**config.mk**
```make
export PLATFORM = sky130hd
export DESIGN_NAME = imm_extend_unit
export DESIGN_NICKNAME = d
export VERILOG_FILES = /design/src/rtl/imm_extend_unit.sv
export SDC_FILE = /design/constraint.sdc
export NUM_CORES = 1
export LEC_CHECK = 0
export CAP_MARGIN = 20
export CELL_PAD_IN_SITES_DETAIL_PLACEMENT = 1
export CELL_PAD_IN_SITES_GLOBAL_PLACEMENT = 1
export CORE_ASPECT_RATIO = 1.75
export CORE_UTILIZATION = 33
export CTS_CLUSTER_DIAMETER = 50
export DETAILED_ROUTE_END_ITERATION = 7
export GPL_ROUTABILITY_DRIVEN = 0
export PLACE_DENSITY = 0.88
export SYNTH_ARGS = -nofsm -noshare
export SYNTH_HDL_FRONTEND = slang
export SYNTH_SLANG_ARGS = --single-unit
```
**constraint.sdc**
```tcl
create_clock -name clk -period 2 [get_ports clk]
set_input_delay 0.3 -clock clk [delete_from_list [all_inputs] [get_ports clk]]
set_output_delay 0.3 -clock clk [all_outputs]
set_load 0.03 [all_outputs]
```
**src/rtl/imm_extend_unit.sv**
```systemverilog
// Immediate extension unit: sign/zero/shift-by-one extension plus a prefix
// register that concatenates a latched upper immediate with the next one.
module imm_extend_unit #(
  parameter int IMM_W  = 9,
  parameter int DATA_W = 16
) (
  input  logic              clk,
  input  logic              rst,
  input  logic              in_valid,
  output logic              in_ready,
  input  logic [IMM_W-1:0]  immed,
  input  logic [1:0]        mode,
  output logic              out_valid,
  input  logic              out_ready,
  output logic [DATA_W-1:0] ext_immed,
  output logic              out_prefixed,
  output logic              prefix_pending
);

  localparam logic [1:0] MODE_SIGN   = 2'b00;
  localparam logic [1:0] MODE_ZERO   = 2'b01;
  localparam logic [1:0] MODE_SHIFT1 = 2'b10;
  localparam logic [1:0] MODE_PREFIX = 2'b11;

  logic              out_valid_q, out_valid_d;
  logic [DATA_W-1:0] ext_immed_q, ext_immed_d;
  logic              out_prefixed_q, out_prefixed_d;
  logic              prefix_pending_q, prefix_pending_d;
  logic [IMM_W-1:0]  prefix_q, prefix_d;

  logic              accept;
  logic [DATA_W-1:0] sign_ext;
  logic [DATA_W-1:0] zero_ext;
  logic [DATA_W-1:0] shift_ext;
  logic [DATA_W-1:0] prefix_ext;

  // A slot opens whenever the output register is empty or being drained.
  assign in_ready   = !out_valid_q || out_ready;
  assign accept     = in_valid && in_ready;

  assign sign_ext   = {{(DATA_W-IMM_W){immed[IMM_W-1]}}, immed};
  assign zero_ext   = {{(DATA_W-IMM_W){1'b0}}, immed};
  assign shift_ext  = {sign_ext[DATA_W-2:0], 1'b0};
  assign prefix_ext = DATA_W'({prefix_q, immed});

  // Next-state for output register and prefix latch.
  always_comb begin
    out_valid_d      = out_valid_q && !out_ready;
    ext_immed_d      = ext_immed_q;
    out_prefixed_d   = out_prefixed_q;
    prefix_pending_d = prefix_pending_q;
    prefix_d         = prefix_q;
    if (accept) begin
      if (mode == MODE_PREFIX) begin
        prefix_d         = immed;
        prefix_pending_d = 1'b1;
      end else begin
        out_valid_d      = 1'b1;
        prefix_pending_d = 1'b0;
        if (prefix_pending_q) begin
          ext_immed_d    = prefix_ext;
          out_prefixed_d = 1'b1;
        end else begin
          out_prefixed_d = 1'b0;
          case (mode)
            MODE_SIGN:   ext_immed_d = sign_ext;
            MODE_ZERO:   ext_immed_d = zero_ext;
            MODE_SHIFT1: ext_immed_d = shift_ext;
            default:     ext_immed_d = ext_immed_q;
          endcase
        end
      end
    end else begin
      ext_immed_d = ext_immed_q;
    end
  end

  // State registers; reset discards any pending prefix or stalled result.
  always_ff @(posedge clk) begin
    if (rst) begin
      out_valid_q      <= 1'b0;
      ext_immed_q      <= {DATA_W{1'b0}};
      out_prefixed_q   <= 1'b0;
      prefix_pending_q <= 1'b0;
      prefix_q         <= {IMM_W{1'b0}};
    end else begin
      out_valid_q      <= out_valid_d;
      ext_immed_q      <= ext_immed_d;
      out_prefixed_q   <= out_prefixed_d;
      prefix_pending_q <= prefix_pending_d;
      prefix_q         <= prefix_d;
    end
  end

  assign out_valid      = out_valid_q;
  assign ext_immed      = ext_immed_q;
  assign out_prefixed   = out_prefixed_q;
  assign prefix_pending = prefix_pending_q;

endmodule

```
==> results of run 1 <==
[state kept, by name, indices dropped and copies added, names as in the netlist]
signal and count:
ext_immed 16, out_prefixed 1, out_valid 1, prefix_pending 1
prefix_q 7
[per-layer routing]
layer  GRT usage  up-vias
li1            -      508
met1       0.227      510
met2       0.363       31
met3      0.0159        4
met4      0.0765        0
met5           0        -
[worst max path at each step]
stage / slack [ps] / start / end
floorplan: 280 / mode[1] / ext_immed[10]
global placement: -240 / mode[0] / ext_immed[0]
detailed placement: -350 / mode[1] / ext_immed[15]
CTS: 10 / out_ready / in_ready
global route: -0.2 / mode[1] / ext_immed[9]
finish: 90 / mode[1] / ext_immed[0]
[per-stage QoR]
step | util | worst slack [ps] | TNS, ps
global route | 0.510 | -0.212 | -0.212
finish | 0.510 | 89.6 | 0
detailed placement | 0.488 | -352 | -5290
CTS | 0.506 | 11.3 | 0
floorplan | - | 276 | 0
global placement | 0.488 | -244 | -3740
[power by group through the flow]
stage	clock, uW	combinational, uW	sequential (uW)
after floorplan	0	118	644
after global routing	362	351	578
after global placement	0	308	584
after CTS	342	325	575
final	334	327	574
after detailed placement	0	322	587
[layout make-up]
type	count	area (um2)	share of cell area
well taps	43	53.8	0.0332
flip-flops and latches	26	520	0.321
inverters	3	11.3	0.00696
clock buffers	4	55.1	0.0340
multi-input cells	83	541	0.334
repair buffers	45	438	0.270
[layout by cell type, fill, tap and decap left out, drive strengths merged]
| cell type | synthesis | layout |
|---|---|---|
| or4 | 1 | 1 |
| dfxtp | 26 | 26 |
| ha | 4 | 4 |
| nand3 | 2 | 2 |
| buf | 3 | 11 |
| nand2 | 2 | 2 |
| nand2b | 3 | 3 |
| and3b | 2 | 2 |
| nor2b | 1 | 1 |
| mux2i | 8 | 8 |
| nor2 | 24 | 24 |
| a211oi | 7 | 7 |
| dlymetal6s2s | 0 | 1 |
| nand3b | 1 | 1 |
| a221oi | 8 | 8 |
| clkbuf | 6 | 4 |
| a21oi | 3 | 3 |
| clkdlybuf4s50 | 0 | 33 |
| nor3b | 1 | 1 |
| inv | 3 | 3 |
| nor3 | 16 | 16 |
[logic make-up (layout without fill, tap and decap cells)]
logic type               after synthesis  after routing
AND/OR/NAND/NOR                       53             53
adder cells (fa/ha/maj)                4              4
multiplexers                           8              8
AO/OA/AOI/OAI                         18             18
buffers and inverters                 12             52
flip-flops                            26             26
[critical path, cell delays in order]
cell,delay [ps]
clkdlybuf4s50_1,480
inv_1,70
ha_1,200
or4_4,540
and3b_4,270
nand3_1,120
a21oi_1,70
[repair_timing]
item | in CTS | in global routing
setup endpoints to repair | 16 | 17
resized for setup | 1 | 3
pin swaps | 0 | 2
==> out/results.ini, run 1 <==
[sta]
relSlewSlack=0.783
period_share=0.955
clock_skew_ps=3.43
whs_ps=482
tightest_slew_ps=325
setup_violations=0
clock.fmax_mhz=523
rsz0062_at_grt=true
fin_crit_ps=1910
hold_viol=0
drv_slew=0

[worst_setup_path]
crit_type=input pin to register
crit_fanout=16
rrSetupSlack_ps=460
r2r_start=prefix_pending
cp-start-kind=input pin
rr_worst_depth=4
cp.arrival_ps=2060
r2r_end=ext_immed[0]
cp.required_ps=2150
setup.worst_path.end_class=register

[global_routing]
grt_max_degree=27
overflow=0
grt_usage=0.199
grt_antenna_before_repair=0
grt_pass1_wl_mm=5.28
grt_pass1_vias=1135

[power]
ir_worst_vdd_uv=524
p_int_uw=877
power_switching_uw=358
combPwrFrac=0.265
finalPower_uw=1240
seq_power_share=0.465
netSwitchingFraction=0.290
p_clk_frac=0.270
power.density_nw_per_um2=763
leakage_uw=0.000669

[synthesis]
syn_inst=121
synth_area_leaders=dfxtp_1 47%, nor2_1 8.1%, mux2i_1 7.2%
synth_warnings=0
synthMuxAreaShare=0.0722
synthFlopType=dfxtp_1
synth-simple-area-share=0.234
synth_top_family_by_area=simple AND/OR/NAND/NOR gates
synth_fa_ha_area_frac=0.0451
synth_edf_count=0
synth_compound_area_frac=0.124
synth_top_area_frac=0.469
synth_area_um2=1110
yosysUniqueCellTypes=21
synth_xor_area_frac=0
ys_ff_latch=26
yosysTopAreaCell=dfxtp_1
syn-num-nets=140
synth-seq-area-share=0.469
synthTopCellsByCount=26 x dfxtp_1, 24 x nor2_1, 16 x nor3_1
synth.most_common_cell=dfxtp_1
async_flop_share=0
synth.avg_cell_area_um2=9.17

[clocking]
cts_tree=done
cts.sinks=26
cts_hold_buf=0
post_cts_buffers=0
clk-insertion-delay-late_ps=270
cts-buffers-inserted=3
clockBufferDepth=2
cts_max_level=1
clk_pin_slew_worst_paths_ps=80
cts-root-buf=clkbuf_8

[drt]
routedWlPerCell_um=15.8
via_per_inst=5.16
ant_nets=0
drtPass1Iterations=4
wl_met1_mm=1.22
met2_length_mm=1.88
drt_iter0_drc=22
wl_mm=3.22
remaining_drc_errors=0
via_count=1053
met3_wirelength_um=82
top_layer_used=met4

[place]
dp.cells=200
io_buffers=34
dp_hpwl_mm=2.50
dpl-instance-area_um2=1550

[die]
die_area_um2=3610
chipWidth_um=45.8
fp.dieH_um=78.7
core-area_um2=3180
initial_core_util=0.349
rows=27
pin_count=35

[worst_hold_path]
holdCritStartpoint=ext_immed[0]
min_path_cells=2
hold_path.class=register to register
min_to=ext_immed[0]

[finish]
fin_nets=181
antenna_cells_inserted=0
final_cell_area_um2=1620
area_growth_pct=45.9
final_cells=204
nFillCells=395
drive_above_1_share=0.112

[status]
status=completed

[flow_run]
maxCapViolations=0

Note: power is estimated with default switching activity, not from simulation.
==> run 2: changes to the inputs <==
==> constraint.sdc (replaced) <==
create_clock -name clk -period 2 [get_ports clk]
set_input_delay 0.3 -clock clk [delete_from_list [all_inputs] [get_ports clk]]
set_output_delay 0.3 -clock clk [all_outputs]
set_load 0.05 [all_outputs]
==> out/results.ini, run 2 (synthesized netlist as in run 1, its figures left out) <==
[status]
status=completed

[die]
rows=27  ; unchanged
pin_count=35  ; unchanged
die_area_um2=3610  ; unchanged
chipWidth_um=45.8  ; unchanged
fp.dieH_um=78.7  ; unchanged
initial_core_util=0.349  ; unchanged
core-area_um2=3180  ; unchanged

[global_routing]
grt_pass1_vias=1069  ; -5.8%
grt_usage=0.186  ; -0.0136
grt_antenna_before_repair=0  ; unchanged
overflow=0  ; unchanged
grt_max_degree=27  ; unchanged
grt_pass1_wl_mm=4.87  ; -7.7%

[finish]
nFillCells=390  ; -1.3%
final_common_cell=clkdlybuf4s50_1
largest_reg_flops=16  ; unchanged
area_growth_pct=43.6
drive_above_1_share=0.113  ; +0.00141
multi_input_area_um2=532  ; -1.6%
register_area_um2=520  ; unchanged
fin_nets=180  ; -0.55%
final_cell_mix=32 x clkdlybuf4s50_1, 26 x dfxtp_1, 24 x nor2_1, 16 x nor3_1, 10 x buf_4
antenna_cells_inserted=0  ; unchanged

[clocking]
cts.sinks=26  ; unchanged
clk_pin_slew_worst_paths_ps=80  ; about the same
cts_tree=done
post_cts_buffers=0  ; unchanged
cts-root-buf=clkbuf_8
cts-buffers-inserted=3  ; unchanged
clk-insertion-delay-late_ps=260  ; about the same
clockBufferDepth=2  ; unchanged
cts_max_level=1  ; unchanged

[drt]
wl_mm=3.09  ; -4.0%
drt_iter0_drc=25  ; +14%
via_count=1040  ; -1.2%
ant_nets=0  ; unchanged
drtPass1Iterations=4  ; unchanged
via_per_inst=5.15  ; -0.26%
routedWlPerCell_um=15.3  ; -3.0%
remaining_drc_errors=0  ; unchanged

[sta]
clock.fmax_mhz=527  ; +0.61%
period_share=0.949  ; -0.00583
rsz0062_at_grt=false
drv_slew=0  ; unchanged
setup_violations=0  ; unchanged
tightest_slew_ps=513  ; +188 ps
relSlewSlack=0.657  ; -0.126
fin_ws_ps=101  ; +11.7 ps
hold_viol=0  ; unchanged
fin_crit_ps=1900  ; -11.7 ps
clock_skew_ps=4.45  ; +1.02 ps

[worst_setup_path]
crit_type=input pin to register
rr_worst_depth=5  ; +1
cp-start-kind=input pin
setup.worst_path.end_class=register
cp.arrival_ps=2080  ; +20 ps
crit_fanout=11  ; -5
cp.required_ps=2180  ; +30 ps

[place]
io_buffers=34  ; unchanged
dp_hpwl_mm=2.43  ; -2.8%
dp_slack_ps=-380  ; -28.1 ps

[flow_run]
maxCapViolations=0  ; unchanged

[worst_hold_path]
min_path_cells=2  ; unchanged
hold_path.class=register to register

[power]
finalPower_uw=1230  ; -0.31%
ir_worst_vdd_uv=435  ; -17%
leakage_uw=0.000659  ; -1.5%
power.density_nw_per_um2=772  ; +1.3%

run 2: changes by cell type in the layout (fill, tap and decap cells not counted), sizes merged:
cell / previous run / this run
buf: 11 / 12
clkbuf: 4 / 3
clkdlybuf4s50: 33 / 32
dlymetal6s2s: 1 / 0
run 2: what timing repair did:
action	4_1_cts	5_1_grt
setup endpoints to repair	16	14
gates resized for setup	1	1
hold buffers	0	0
run 2: final timing paths:
| check | from | slack (ps) | to |
|---|---|---|---|
| min reg2reg | ext_immed[2] | 490 | ext_immed[2] |
| max reg2reg | prefix_pending | 520 | ext_immed[3] |
| min | ext_immed[2] | 490 | ext_immed[2] |
| max | mode[0] | 100 | ext_immed[3] |
run 2: metal layers:
| layer | up-vias | track usage | share of wire |
|---|---|---|---|
| met4 | 0 | 0.0618 | 0.0052 |
| li1 | 504 | - | - |
| met3 | 2 | 0.0205 | 0.022 |
| met5 | - | 0 | 0 |
| met2 | 21 | 0.357 | 0.60 |
| met1 | 513 | 0.193 | 0.38 |
run 2: power by group:
group	internal [uW]	switching [uW]	leakage, uW	total (uW)
combinational	146	227	0.000424	373
sequential	553	19.0	0.000213	572
clock	135	152	0.0000216	286
total	834	397	0.000659	1230
run 2: final cells by class:
| cell class | instances | share of cell area |
|---|---|---|
| timing repair buffer | 44 | 0.273 |
| clock buffer | 3 | 0.0259 |
| inverter | 3 | 0.00706 |
| multi-input combinational | 83 | 0.334 |
| tap | 43 | 0.0338 |
| sequential | 26 | 0.327 |
run 2: metrics by stage:
step	instance area, um2	utilization	hold slack [ps]	TNS (ps)	std cells
final	1590	0.502	494	0	202
after global placement	1550	0.488	460	-3560	199
after floorplan	1110	-	444	0	121
after detailed placement	1550	0.488	465	-5480	199
after CTS	1590	0.501	497	0	202
after global routing	1590	0.502	506	0	202
run 2: critical path, stage by stage:
cell	delay, ps
clkdlybuf4s50_1	500
inv_1	80
ha_1	200
or4_4	490
nand3b_2	130
buf_12	130
a221oi_1	50
nor3_1	200
